<file path="config.mk">
export PLATFORM = sky130hd
export DESIGN_NAME = spi_xfer_ctrl
export DESIGN_NICKNAME = d
export VERILOG_FILES = /design/src/rtl/spi_pkg.sv /design/src/rtl/spi_shift_reg.sv /design/src/rtl/spi_xfer_ctrl.sv
export SDC_FILE = /design/constraint.sdc
export NUM_CORES = 1
export LEC_CHECK = 0
export CAP_MARGIN = 20
export CORE_AREA = 2 2 63 65
export DETAILED_ROUTE_END_ITERATION = 8
export DIE_AREA = 0 0 65 67
export PLACE_DENSITY = 0.81
export SLEW_MARGIN = 40
export SYNTH_ARGS = -nofsm -noshare
export SYNTH_HDL_FRONTEND = slang
export SYNTH_SLANG_ARGS = --single-unit
</file>
<file path="constraint.sdc">
create_clock -name PCLK -period 5.75 [get_ports PCLK]
set_input_delay 1.15 -clock PCLK [delete_from_list [all_inputs] [get_ports PCLK]]
set_output_delay 1.15 -clock PCLK [all_outputs]
set_load 0.02 [all_outputs]
</file>
<file path="src/rtl/spi_pkg.sv">
// Shared definitions for the SPI master transfer path: FSM encoding,
// spi_mode codes and the default transfer width.
package spi_pkg;

  localparam int SPI_DATA_W = 8;

  localparam logic [1:0] SPI_MODE_RUN  = 2'b00;
  localparam logic [1:0] SPI_MODE_WAIT = 2'b01;

  typedef enum logic [1:0] {
    ST_IDLE = 2'd0,
    ST_XFER = 2'd1,
    ST_DONE = 2'd2,
    ST_GAP  = 2'd3
  } xfer_state_e;

endpackage

</file>
<file path="src/rtl/spi_shift_reg.sv">
// Bidirectional TX/RX shifter. Bit order is latched at load so that a mid-transfer
// lsbfe change only affects the next byte.
module spi_shift_reg
  import spi_pkg::*;
#(
  parameter int DATA_W = SPI_DATA_W
) (
  input  logic              PCLK,
  input  logic              PRESETn,
  input  logic              load_i,
  input  logic              lsbfe_i,
  input  logic [DATA_W-1:0] data_i,
  input  logic              sample_i,
  input  logic              shift_i,
  input  logic              miso_i,
  output logic [DATA_W-1:0] rx_o,
  output logic              tx_bit_d_o
);

  logic [DATA_W-1:0] tx_sh_q, tx_sh_d;
  logic [DATA_W-1:0] rx_sh_q, rx_sh_d;
  logic              lsb_first_q, lsb_first_d;

  always_comb begin
    tx_sh_d     = tx_sh_q;
    rx_sh_d     = rx_sh_q;
    lsb_first_d = lsb_first_q;
    if (load_i) begin
      tx_sh_d     = data_i;
      rx_sh_d     = '0;
      lsb_first_d = lsbfe_i;
    end else begin
      if (shift_i)
        tx_sh_d = lsb_first_q ? (tx_sh_q >> 1) : (tx_sh_q << 1);
      if (sample_i)
        rx_sh_d = lsb_first_q ? {miso_i, rx_sh_q[DATA_W-1:1]}
                              : {rx_sh_q[DATA_W-2:0], miso_i};
    end
    // Next line state, so the owner can register mosi in step with tx_sh
    tx_bit_d_o = lsb_first_d ? tx_sh_d[0] : tx_sh_d[DATA_W-1];
  end

  always_ff @(posedge PCLK or negedge PRESETn) begin
    if (!PRESETn) begin
      tx_sh_q     <= '0;
      rx_sh_q     <= '0;
      lsb_first_q <= 1'b0;
    end else begin
      tx_sh_q     <= tx_sh_d;
      rx_sh_q     <= rx_sh_d;
      lsb_first_q <= lsb_first_d;
    end
  end

  assign rx_o = rx_sh_q;

endmodule

</file>
<file path="src/rtl/spi_xfer_ctrl.sv">
// Master-side SPI byte sequencer: owns ss, steps the shifter on generator
// flag pulses, and reports completion or abort with one-cycle strobes.
module spi_xfer_ctrl
  import spi_pkg::*;
#(
  parameter int DATA_W = SPI_DATA_W,
  parameter int SS_GAP = 2
) (
  input  logic              PCLK,
  input  logic              PRESETn,
  input  logic              spe_i,
  input  logic              mstr_i,
  input  logic              spiswai_i,
  input  logic [1:0]        spi_mode_i,
  input  logic              lsbfe_i,
  input  logic              send_data_i,
  input  logic [DATA_W-1:0] tx_data_i,
  output logic              tx_ready_o,
  input  logic              sample_pulse_i,
  input  logic              shift_pulse_i,
  input  logic              miso_i,
  output logic              mosi_o,
  output logic              ss_o,
  output logic              busy_o,
  output logic [DATA_W-1:0] rx_data_o,
  output logic              rx_valid_o,
  output logic              abort_o
);

  localparam int CNT_W = $clog2(DATA_W) + 1;
  localparam int GAP_W = (SS_GAP > 1) ? $clog2(SS_GAP) : 1;
  localparam logic [CNT_W-1:0] CNT_FULL = CNT_W'(DATA_W);
  localparam logic [GAP_W-1:0] GAP_LAST = GAP_W'(SS_GAP - 1);

  xfer_state_e       state_q;
  logic [CNT_W-1:0]  bit_cnt_q;
  logic [GAP_W-1:0]  gap_cnt_q;
  logic              ss_q, mosi_q, busy_q, rx_valid_q, abort_q;
  logic [DATA_W-1:0] rx_data_q;
  logic [DATA_W-1:0] rx_sh;
  logic              tx_bit_d;
  logic              go, load, active, smp, shf;

  assign go     = spe_i & mstr_i & ~spiswai_i & (spi_mode_i == SPI_MODE_RUN);
  assign load   = (state_q == ST_IDLE) & send_data_i & go;
  // Pulses stop counting once the last bit is in; DONE follows on the next edge
  assign active = (state_q == ST_XFER) & go & (bit_cnt_q != CNT_FULL);
  assign smp    = active & sample_pulse_i;
  assign shf    = active & shift_pulse_i;

  spi_shift_reg #(.DATA_W(DATA_W)) u_shift (
    .PCLK       (PCLK),
    .PRESETn    (PRESETn),
    .load_i     (load),
    .lsbfe_i    (lsbfe_i),
    .data_i     (tx_data_i),
    .sample_i   (smp),
    .shift_i    (shf),
    .miso_i     (miso_i),
    .rx_o       (rx_sh),
    .tx_bit_d_o (tx_bit_d)
  );

  always_ff @(posedge PCLK or negedge PRESETn) begin
    if (!PRESETn) begin
      state_q    <= ST_IDLE;
      ss_q       <= 1'b1;
      mosi_q     <= 1'b0;
      busy_q     <= 1'b0;
      rx_data_q  <= '0;
      rx_valid_q <= 1'b0;
      abort_q    <= 1'b0;
      bit_cnt_q  <= '0;
      gap_cnt_q  <= '0;
    end else begin
      rx_valid_q <= 1'b0;
      abort_q    <= 1'b0;
      case (state_q)
        ST_IDLE: begin
          if (load) begin
            ss_q      <= 1'b0;
            busy_q    <= 1'b1;
            bit_cnt_q <= '0;
            mosi_q    <= tx_bit_d;
            state_q   <= ST_XFER;
          end
        end
        ST_XFER: begin
          if (!go) begin
            ss_q      <= 1'b1;
            busy_q    <= 1'b0;
            abort_q   <= 1'b1;
            mosi_q    <= 1'b0;
            gap_cnt_q <= '0;
            state_q   <= ST_GAP;
          end else if (bit_cnt_q == CNT_FULL) begin
            state_q <= ST_DONE;
          end else begin
            if (smp) bit_cnt_q <= bit_cnt_q + 1'b1;
            mosi_q <= tx_bit_d;
          end
        end
        ST_DONE: begin
          if (!go) begin
            abort_q <= 1'b1;
          end else begin
            rx_data_q  <= rx_sh;
            rx_valid_q <= 1'b1;
          end
          ss_q      <= 1'b1;
          busy_q    <= 1'b0;
          mosi_q    <= 1'b0;
          gap_cnt_q <= '0;
          state_q   <= ST_GAP;
        end
        ST_GAP: begin
          if (gap_cnt_q == GAP_LAST) state_q <= ST_IDLE;
          else                       gap_cnt_q <= gap_cnt_q + 1'b1;
        end
        default: state_q <= ST_IDLE;
      endcase
    end
  end

  assign tx_ready_o = (state_q == ST_IDLE) & go;
  assign mosi_o     = mosi_q;
  assign ss_o       = ss_q;
  assign busy_o     = busy_q;
  assign rx_data_o  = rx_data_q;
  assign rx_valid_o = rx_valid_q;
  assign abort_o    = abort_q;

endmodule

</file>
# == Word-level counts from Yosys, hierarchy flattened ==
# Index checks and enable logic that the tools add are counted.
# word_totals
out_inout_bits,14
in_bits,20
regBits,37
# op_classes
n_bitwise,11
n_reduce_logical,14
n_eq_ne,13
n_mux,34
n_addsub,2
# op_table
op,n
two-way mux 8 bit,6
two-way mux 4 bit,4
two-way mux 1 bit,14
inequality test 2 bit (second input constant),6
one-hot mux 1 bit (3 select lines),4
AND 1 bit,10
AND reduction 3 bit,3
two-way mux 2 bit,4
one-hot mux 2 bit (4 select lines),1
one-hot mux 4 bit (2 select lines),1
nonzero test 2 bit,3
nonzero test 3 bit,2
AND reduction 5 bit,1
adder 4 x 1 -> 4 bit (second input constant),1
equality test 2 bit (second input constant),2
equality test 4 bit (second input constant),1
logical NOT 2 bit,2
inequality test 4 bit (second input constant),1
AND reduction 2 bit,2
inequality test 3 x 2 -> 1 bit (second input constant),1
inequality test 3 bit (second input constant),1
equality test 2 x 1 -> 1 bit (second input constant),1
OR reduction 2 bit,1
adder 1 bit (second input constant),1
NOT 1 bit,1

# == Longest topological paths before layout ==
# Gate-level depths: netlist of run 1.
# logic_depth
depth_word,12
depth_mapped,10
depth_no_buf,7

# == Modules after synthesis ==
# From an unflattened synthesis of run 1, not the netlist that was laid out.
# unflattened
cells_unflattened,177
area_unflattened_um2,1963.1
# modules_own_cells
module,seq_area_each_um2,n_inst,cells_per_inst,area_each_um2
spi_xfer_ctrl,501.7,1,91,1059.8
spi_shift_reg,425.4,1,86,903.4

# == Least setup slack after synthesis of run 1 ==
# OpenSTA, ideal clock, no wires.
# synth_path
path_kind,input to output
from,in spiswai_i
to,out tx_ready_o
path_stages,3
arrival_ns,1.924
required_time_ns,4.600
path_slack_ns,2.676
path_cell_list,nor3_1 -> and3_1 -> and2_1
# synth_between
elab_chain_cells,4
# synth_lines
element,line,source
"start, declared",spi_xfer_ctrl.sv:13,"input logic spiswai_i,"
NOT 1 bit,spi_xfer_ctrl.sv:44,assign go = spe_i & mstr_i & ~spiswai_i & (spi_mode_i == SPI_MODE_RUN);
AND 1 bit (2 in a row),spi_xfer_ctrl.sv:44,
AND 1 bit,spi_xfer_ctrl.sv:125,assign tx_ready_o = (state_q == ST_IDLE) & go;
"end, declared",spi_xfer_ctrl.sv:18,"output logic tx_ready_o,"
# Every way passes these cells.

# == Worst setup path in the final report of run 1 ==
# Ends and elaborated chain as after synthesis.

==> results of run 1 <==
==> stage by stage <==
step	instance area [µm²]	util, %	setup WS [ns]
2_1_floorplan	1960	-	2.68
3_3_place_gp	2280	63.3	1.62
3_5_place_dp	2290	63.4	1.59
4_1_cts	2370	65.8	1.59
5_1_grt	2380	66.1	1.50
6_report	2380	66.1	1.58
==> sequential cells by signal (all words and copies together), names as in the netlist <==
name,cells
u_shift.rx_o,8
rx_valid_o,1
state_q,2
u_shift.tx_sh_q,8
rx_data_o,8
mosi_o,1
abort_o,1
bit_cnt_q,4
ss_o,1
gap_cnt_q,1
u_shift.lsb_first_q,1
busy_o,1
==> worst reg2reg max path, delay by kind of cell (launching register included) <==
kind,cells,cell delay (ns)
compound gates,1,0.50
fa+ha+maj,1,0.38
buf+inv,1,0.13
flops,1,0.44
mux,1,0.38
simple gates,2,0.80
==> power groups by stage <==
| stage | registers, W | logic [W] | clock network [W] |
|---|---|---|---|
| 4_1_cts | 0.000376 | 0.000308 | 0.000182 |
| 5_1_grt | 0.000383 | 0.000344 | 0.000198 |
| 2_1_floorplan | 0.000375 | 0.000209 | 0 |
| 3_5_place_dp | 0.000380 | 0.000305 | 0 |
| 3_3_place_gp | 0.000377 | 0.000295 | 0 |
| 6_report | 0.000377 | 0.000306 | 0.000181 |
==> layout make-up <==
type | count | area share [%]
Multi-Input combinational cell | 138 | 39.3
Tap cell | 48 | 2.52
Clock buffer | 7 | 3.62
Sequential cell | 37 | 38.9
Timing Repair Buffer | 34 | 14.1
Inverter | 10 | 1.58
==> worst max path at each step <==
| stage | startpoint | endpoint | slack (ns) | cells past startpoint |
|---|---|---|---|---|
| after CTS | spiswai_i | tx_ready_o | 1.59 | 5 |
| after floorplan | spiswai_i | tx_ready_o | 2.68 | 3 |
| after global placement | spiswai_i | tx_ready_o | 1.62 | 5 |
| after detailed placement | spiswai_i | tx_ready_o | 1.59 | 5 |
| after global routing | spiswai_i | tx_ready_o | 1.50 | 5 |
| final | spiswai_i | tx_ready_o | 1.58 | 5 |
==> cells in the mapped netlist, drive strengths merged, types with 2 or more instances <==
cell type,n,share of area [%]
o41ai,2,0.90
clkbuf,5,0.96
nor2,30,5.8
dfrtp,36,46
inv,10,1.9
nand3,2,0.51
and3,2,0.64
buf,6,2.0
o21ai,9,2.3
mux2,11,6.3
o22ai,3,0.96
o31ai,2,1.0
nor3,3,0.77
a21oi,18,4.6
and3b,2,0.90
mux2i,15,7.7
or3,2,0.96
ha,7,4.5
nand4,4,1.3
nor2b,2,0.64
a211oi,3,1.4
nand2,10,1.9
==> metal layers <==
metal,wire (µm),track usage (%)
met1,1740,24.2
met2,1860,32.5
met3,218,7.09
met4,61,6.91
met5,0,0
==> cell usage in the layout, fill, tap and decap left out, types with 2 or more instances in the layout <==
master and n:
o41ai_1 2, clkbuf_8 6, a211oi_1 2, inv_1 10, nor2_1 29, o22ai_1 3, buf_4 2, a21oi_1 18
and3b_1 2, mux2i_1 15, nor3_1 3, nor2b_1 2, dfrtp_1 36, and3_1 2, clkdlybuf4s50_1 32, nand4_1 4
nand2_1 10, mux2_2 11, nand3_1 2, ha_1 7, o21ai_0 9
==> logic make-up after synthesis <==
group,Yosys count,share of synthesized area [%]
AOI/OAI and AO/OA,45,14.8
adders and majority gates,7,4.48
buffers and inverters,21,4.92
DFF,37,47.4
muxes,26,14.0
and+or+nand+nor,60,14.4
==> results_dict.tcl, run 1 <==
set metrics [dict create \
    drc 0 \
    avgViaCountPerCell 5.49 \
    register_area_um2 927 \
    intPower_w 0.000567 \
    cp_max_fo 4 \
    finalCriticalPeriod_ns 4.17 \
    grt_max_degree 38 \
    yosysWarnings 0 \
    worst_setup_path_end_kind "output port" \
    cp_data_required_time_ns 4.60 \
    vias 1503 \
    timing.final.crit_share_pct 72.5 \
    power_frac_comb_pct 35.4 \
    rr_worst_depth 6 \
    max_stage_delay_ns 0.59 \
    dieHeight_um 67 \
    seq_area_frac_synth_pct 47.4 \
    tightest_slew_ns 0.832 \
    cts_max_path_buffers 2 \
    grt_setup_unrepaired "false" \
    track_usage_pct 19.8 \
    synth_ff_type "dfrtp_1" \
    p_sw_w 0.000297 \
    power_density_mw_per_mm2 363 \
    drtAntennaViolNets 0 \
    syn-instance-count 196 \
    seq_power_share_pct 43.6 \
    synth-edff-count 0 \
    firstDrtPassIters 4 \
    cpMostUsedCell "clkdlybuf4s50_1" \
    worst-path-buf-inv 2 \
    min_from "bit_cnt_q[3]" \
    multi_input_area_um2 936 \
    numClockSinks 37 \
    placed_cells 266 \
    timing.hold.ws_ns 0.499 \
    cts_resized 0 \
    ir_drop_uv 183 \
    sw_frac_of_total_pct 34.4 \
    worst_setup_path_start_kind "input pin" \
    final_cells 274 \
    post-dp-hpwl_um 2620 \
    wl_per_cell_um 14.2 \
    crit_chain "clkdlybuf4s50_1, nor3_1, and3_1, and2_1, clkdlybuf4s50_1" \
    cts_buffers 5 \
    drt_iter0_markers 127 \
    rows 22 \
    cts_tree "done" \
    design.die.area_mm2 0.00436 \
    r2r_end "busy_o" \
    insertion_delay_ns 0.29 \
    slew_headroom_pct 44.5 \
    p_leak_nw 1.04 \
    io_pins 34 \
    core_mm2 0.00361 \
    worst_r2r_startpoint "state_q[0]" \
    cts_max_level 2 \
    power_w 0.000864 \
    die-width_um 65 \
    final-setup-viol-count 0 \
    final_max_slew_viol_count 0 \
    root_buffer "clkbuf_8" \
    async_flop_share_pct 100 \
    synthToLayoutAreaGrowth_pct 21.7 \
    antenna_found_initial 0 \
    hold_viol_final 0 \
    ys_seq_elements 37 \
    netlist_area_mm2 0.00196 \
    status "finished clean" \
    slowest_stage "clkdlybuf4s50_1" \
    start_util_pct 54.3 \
    critical_path_class "in2out" \
    nFillCells 302 \
    path_clk_slew_ns 0.07 \
    clock_power_share_pct 21.0 \
    cts-hold-fix-buffers 0 \
    finalSetupTns_ns 0 \
    synth.distinct_cells 39 \
    cts_setup_buffers 0 \
    maxCapViolCount 0 \
    final_layout_size_suffix_gt1_share_pct 11.5 \
    arrival_ns 3.02 \
    finClkSkew_ns 0.0110 \
    max_freq_mhz 240 \
    grt_pass1_vias 1450 \
    io_buffers 33 \
    hold_class "reg2reg" \
    synth_nets 223 \
    critPathTopFamily "buffers and inverters" \
    grt_first_pass_wirelength_um 6460 \
    diodes 0 \
    place.gp.congestion 0.783 \
    fin_nets 253 \
    syn_avg_cell_area_um2 9.98 \
    holdPathStages 1 \
    rrSetupSlack_ns 3.00 \
    overflow 0 \
    min_to "bit_cnt_q[3]" \
    drt-total-wl_um 3880 \
]
Power figures use the tool's default switching activity.
==> run 2: changes to the inputs <==
--- a/config.mk
+++ b/config.mk
@@ -6,10 +6,10 @@
 export NUM_CORES = 1
 export LEC_CHECK = 0
 export CAP_MARGIN = 20
-export CORE_AREA = 2 2 63 65
+export CORE_AREA = 2 2 65 67
 export DETAILED_ROUTE_END_ITERATION = 8
-export DIE_AREA = 0 0 65 67
-export PLACE_DENSITY = 0.81
+export DIE_AREA = 0 0 67 69
+export PLACE_DENSITY = 0.76
 export SLEW_MARGIN = 40
 export SYNTH_ARGS = -nofsm -noshare
 export SYNTH_HDL_FRONTEND = slang
==> constraint.sdc (replaced) <==
create_clock -name PCLK -period 3.88 [get_ports PCLK]
set_input_delay 0.776 -clock PCLK [delete_from_list [all_inputs] [get_ports PCLK]]
set_output_delay 0.776 -clock PCLK [all_outputs]
set_load 0.02 [all_outputs]
==> results_dict.tcl, run 2 (synthesized netlist as in run 1, its figures left out) <==
set metrics [dict create \
    p_leak_nw 1.06 \
    p_sw_w 0.000436 \
    synthToLayoutAreaGrowth_pct 24.2 \
    drt-total-wl_um 3780 \
    drtAntennaViolNets 0 \
    antenna_found_initial 0 \
    dieHeight_um 69 \
    max_freq_mhz 298 \
    clock_power_share_pct 25.0 \
    cts_resized 0 \
    seq_power_share_pct 41.3 \
    sw_frac_of_total_pct 32.4 \
    arrival_ns 2.58 \
    firstDrtPassIters 4 \
    design.die.area_mm2 0.00462 \
    io_pins 34 \
    critical_path_class "in2out" \
    power_density_mw_per_mm2 554 \
    intPower_w 0.000909 \
    io_buffers 33 \
    power_frac_comb_pct 33.6 \
    cpMostUsedCell "clkdlybuf4s50_1" \
    finalSetupTns_ns 0 \
    drc 0 \
    drt_iter0_markers 74 \
    grt_max_degree 38 \
    grt_setup_unrepaired "false" \
    layout_common_cells "dfrtp_1, clkdlybuf4s50_1, nor2_1, a21oi_1, mux2i_1" \
    hold_viol_final 0 \
    slowest_stage "clkdlybuf4s50_1" \
    numClockSinks 37 \
    nFillCells 336 \
    finClkSkew_ns 0.00625 \
    cts_tree "done" \
    final_common_cell "dfrtp_1" \
    fin_nets 255 \
    final_max_slew_viol_count 0 \
    post-dp-hpwl_um 2700 \
    cts-hold-fix-buffers 0 \
    final_layout_size_suffix_gt1_share_pct 11.8 \
    avgViaCountPerCell 5.31 \
    crit_chain "clkdlybuf4s50_1, nor3_1, and3_1, and2_1, clkdlybuf4s50_1" \
    ir_drop_uv 390 \
    root_buffer "clkbuf_8" \
    cts_setup_buffers 0 \
    track_usage_pct 18.3 \
    diodes 0 \
    final-setup-viol-count 0 \
    cts_max_level 2 \
    overflow 0 \
    vias 1481 \
    cp_data_required_time_ns 3.10 \
    slew_headroom_pct 47.4 \
    insertion_delay_ns 0.29 \
    final_cells 279 \
    place.gp.congestion 0.736 \
    placed_cells 271 \
    path_clk_slew_ns 0.06 \
    tightest_slew_ns 0.789 \
    cts_max_path_buffers 2 \
    wl_per_cell_um 13.5 \
    worst_setup_path_start_kind "input pin" \
    worst_setup_path_end_kind "output port" \
    hold_class "reg2reg" \
    cp_max_fo 4 \
    maxCapViolCount 0 \
    grt_pass1_vias 1403 \
    grt_first_pass_wirelength_um 6530 \
    die-width_um 67 \
    rows 23 \
    status "finished clean" \
    max_stage_delay_ns 0.59 \
    start_util_pct 50.0 \
    finalCriticalPeriod_ns 3.36 \
    cts_buffers 5 \
    timing.final.crit_share_pct 86.5 \
    core_mm2 0.00391 \
]
## run 2: per-stage QoR
step	setup WS, ns	area, µm²	util [%]	power [W]	hold slack (ns)
5_1_grt	0.446	2430	62.1	0.00144	0.520
3_3_place_gp	0.522	2310	59.1	0.000997	0.473
3_5_place_dp	0.514	2310	59.1	0.00101	0.491
4_1_cts	0.513	2430	62.1	0.00136	0.500
6_report	0.524	2430	62.1	0.00134	0.507
2_1_floorplan	1.48	1960	-	0.000866	0.458
## run 2: power groups by stage
stage	clock network [W]	logic, W	registers [W]
2_1_floorplan	0	0.000310	0.000556
6_report	0.000337	0.000452	0.000556
3_5_place_dp	0	0.000452	0.000561
3_3_place_gp	0	0.000438	0.000560
5_1_grt	0.000363	0.000503	0.000570
4_1_cts	0.000346	0.000459	0.000555
## run 2: final cells by class
class	instances	area, µm²	area share, %
Timing Repair Buffer	36	353	14.5
Tap cell	50	62.6	2.57
Clock inverter	1	30.0	1.24
Clock buffer	7	86.3	3.55
Sequential cell	37	927	38.2
Multi-Input combinational cell	138	933	38.4
Inverter	10	37.5	1.54
## run 2: path summary, 6_finish.rpt
| check | start | to | slack, ns | cells past startpoint |
|---|---|---|---|---|
| max in group asynchronous | PRESETn | ss_o | 2.63 | 2 |
| max reg2reg | state_q[0] | busy_o | 1.27 | 6 |
| min reg2reg | bit_cnt_q[3] | bit_cnt_q[3] | 0.51 | 1 |
| min | bit_cnt_q[3] | bit_cnt_q[3] | 0.51 | 1 |
| max | spiswai_i | tx_ready_o | 0.52 | 5 |
| min in group asynchronous | PRESETn | mosi_o | 0.90 | 2 |
## run 2: per-layer routing
metal  vias to the layer above  track usage (%)  routed length [µm]  part of all wire [%]
met1                       693             24.4                1720                    46
li1                        751                -                   -                     -
met2                        31             28.9                1810                    48
met3                         6             5.06                 184                   4.9
met4                         0             5.44                  57                   1.5
met5                         -                0                   0                     0
## run 2: critical path, delay by kind of cell
family / cells / cell delay (ns)
buffers and inverters: 2 / 1.01
and+or+nand+nor: 3 / 0.78
==> run 3: changes to the inputs <==
--- a/config.mk
+++ b/config.mk
@@ -9,8 +9,10 @@
 export CORE_AREA = 2 2 65 67
 export DETAILED_ROUTE_END_ITERATION = 8
 export DIE_AREA = 0 0 67 69
+export HOLD_SLACK_MARGIN = 0.12
 export PLACE_DENSITY = 0.76
 export SLEW_MARGIN = 40
 export SYNTH_ARGS = -nofsm -noshare
 export SYNTH_HDL_FRONTEND = slang
+export SYNTH_HIERARCHICAL = 1
 export SYNTH_SLANG_ARGS = --single-unit
==> results_dict.tcl, run 3 <==
set metrics [dict create \
    hold_viol_final 0 \
    final_cells 261 \
    io_buffers 33 \
    timing.final.crit_share_pct 79.3 \
    cp_max_fo 6 \
    fin_nets 237 \
    worst_setup_path_start_kind "input pin" \
    min_from "busy_o" \
    syn_avg_cell_area_um2 11.1 \
    tightest_slew_ns 0.817 \
    numClockSinks 37 \
    seq_area_frac_synth_pct 47.2 \
    rr_worst_depth 10 \
    cts-hold-fix-buffers 0 \
    start_util_pct 50.2 \
    syn-instance-count 177 \
    final-setup-viol-count 0 \
    min_to "busy_o" \
    insertion_delay_ns 0.29 \
    dieHeight_um 69 \
    drt_iter0_markers 105 \
    register_area_um2 927 \
    final_common_cell "dfrtp_1" \
    track_usage_pct 19.7 \
    rrSetupSlack_ns 0.91 \
    use_met3_pct 4.73 \
    async_flop_share_pct 100 \
    die-width_um 67 \
    antenna_found_initial 0 \
    ys_seq_elements 37 \
    netlist_area_mm2 0.00196 \
    synth_nets 204 \
    synth_top_area_cell "dfrtp_1" \
    maxCapViolCount 0 \
    r2r_end "mosi_o" \
    yosysWarnings 6 \
    yosys-top-cells-area "dfrtp_1, mux2i_1, a211oi_1" \
    place.gp.congestion 0.867 \
    use_met1_pct 24.9 \
    grt_first_pass_wirelength_um 7200 \
    drt-total-wl_um 4100 \
    top_usage_layer "met2" \
    grt_setup_unrepaired "false" \
    finalSetupTns_ns 0 \
    vias 1459 \
    synthToLayoutAreaGrowth_pct 24.7 \
    grt_max_degree 38 \
    cts_buffers 5 \
    max_freq_mhz 325 \
    drc 0 \
    drtAntennaViolNets 0 \
    cts_max_level 2 \
    final_layout_size_suffix_gt1_share_pct 13.7 \
    design.die.area_mm2 0.00462 \
    status "finished clean" \
    cp_data_required_time_ns 3.10 \
    path_clk_slew_ns 0.08 \
    io_pins 34 \
    overflow 0 \
    holdPathStages 1 \
    placed_cells 253 \
    core_mm2 0.00391 \
    wl_per_cell_um 15.7 \
    nFillCells 321 \
    hold_class "reg2reg" \
    cts_resized 0 \
    synth-edff-count 0 \
    finClkSkew_ns 0.00586 \
    slew_headroom_pct 45.5 \
    cts_tree "done" \
    cts_max_path_buffers 2 \
    diodes 0 \
    arrival_ns 2.30 \
    finalCriticalPeriod_ns 3.08 \
    firstDrtPassIters 4 \
    synth_common_cells "dfrtp_1, nor2_1, mux2i_1" \
    met2_usage_pct 33.0 \
    post-dp-hpwl_um 3010 \
    synth.distinct_cells 39 \
    ir_drop_uv 313 \
    p_leak_nw 1.08 \
    worst_setup_path_end_kind "output port" \
    rows 23 \
    cts_setup_buffers 0 \
    avgViaCountPerCell 5.59 \
    final_max_slew_viol_count 0 \
    synth_ff_type "dfrtp_1" \
    root_buffer "clkbuf_8" \
    grt_pass1_vias 1581 \
    yosysMostFrequentCell "dfrtp_1" \
    multi_input_area_um2 938 \
    critical_path_class "in2out" \
    layout_common_cells "dfrtp_1, clkdlybuf4s50_1, nor2_1, mux2i_1, a211oi_1" \
    worst_r2r_startpoint "state_q[1]" \
    power_density_mw_per_mm2 690 \
    yosysTopAreaCellShare_pct 45.9 \
]
-- run 3: power by group --
| group | total [W] | switching (W) | internal [W] |
|---|---|---|---|
| registers | 0.000650 | 0.000123 | 0.000527 |
| clock network | 0.000407 | 0.000148 | 0.000259 |
| logic | 0.000633 | 0.000313 | 0.000320 |
| total | 0.00169 | 0.000584 | 0.00111 |
-- run 3: logic make-up (layout without fill, tap and decap cells) --
group                      count (synthesis)  in the layout  share of synthesized area, %
AOI/OAI and AO/OA                         38             38                          15.3
muxes                                     29             29                          15.6
buffers and inverters                     19             53                          4.97
DFF                                       37             37                          47.2
adders and majority gates                  7              7                          4.46
and+or+nand+nor                           47             47                          12.5
-- run 3: cell type report --
class,instances,share of cell area [%]
tap,50,2.55
timing repair buffer,35,14.1
sequential,37,37.9
clock buffer,5,2.81
multi-input combinational,121,38.3
clock inverter,3,2.81
inverter,10,1.53
-- run 3: per-stage QoR --
step           hold WS [ns]  total power [W]  area [µm²]  utilization (%)  worst slack, ns
3_3_place_gp          0.471          0.00125        2310             59.0            0.701
5_1_grt               0.523          0.00181        2450             62.6            0.691
2_1_floorplan         0.480          0.00109        1960                -             1.34
4_1_cts               0.492          0.00170        2450             62.6            0.806
3_5_place_dp          0.477          0.00129        2310             59.0            0.605
6_report              0.490          0.00169        2450             62.6            0.802
-- run 3: worst max path at each step --
stage	slack [ns]	start	cells past startpoint	endpoint
after floorplan	1.34	spiswai_i	8	mosi_o
after global placement	0.70	spi_mode_i[1]	9	mosi_o
after detailed placement	0.60	spi_mode_i[1]	9	mosi_o
after CTS	0.81	spe_i	5	tx_ready_o
after global routing	0.69	mstr_i	5	tx_ready_o
final	0.80	spe_i	5	tx_ready_o
-- run 3: per-layer routing --
| layer | routed length, µm | share of wire (%) | vias to the layer above |
|---|---|---|---|
| met5 | 0 | 0 | - |
| met4 | 26 | 0.63 | 0 |
| met3 | 145 | 3.5 | 4 |
| met2 | 2110 | 51 | 26 |
| met1 | 1820 | 44 | 730 |
| li1 | - | - | 699 |
-- run 3: worst max-delay path, cell delays in order --
cell and delay [ns]:
clkdlybuf4s50_1 0.48, and3b_1 0.18, nand2_1 0.14, nor2_1 0.13, clkdlybuf4s50_1 0.61
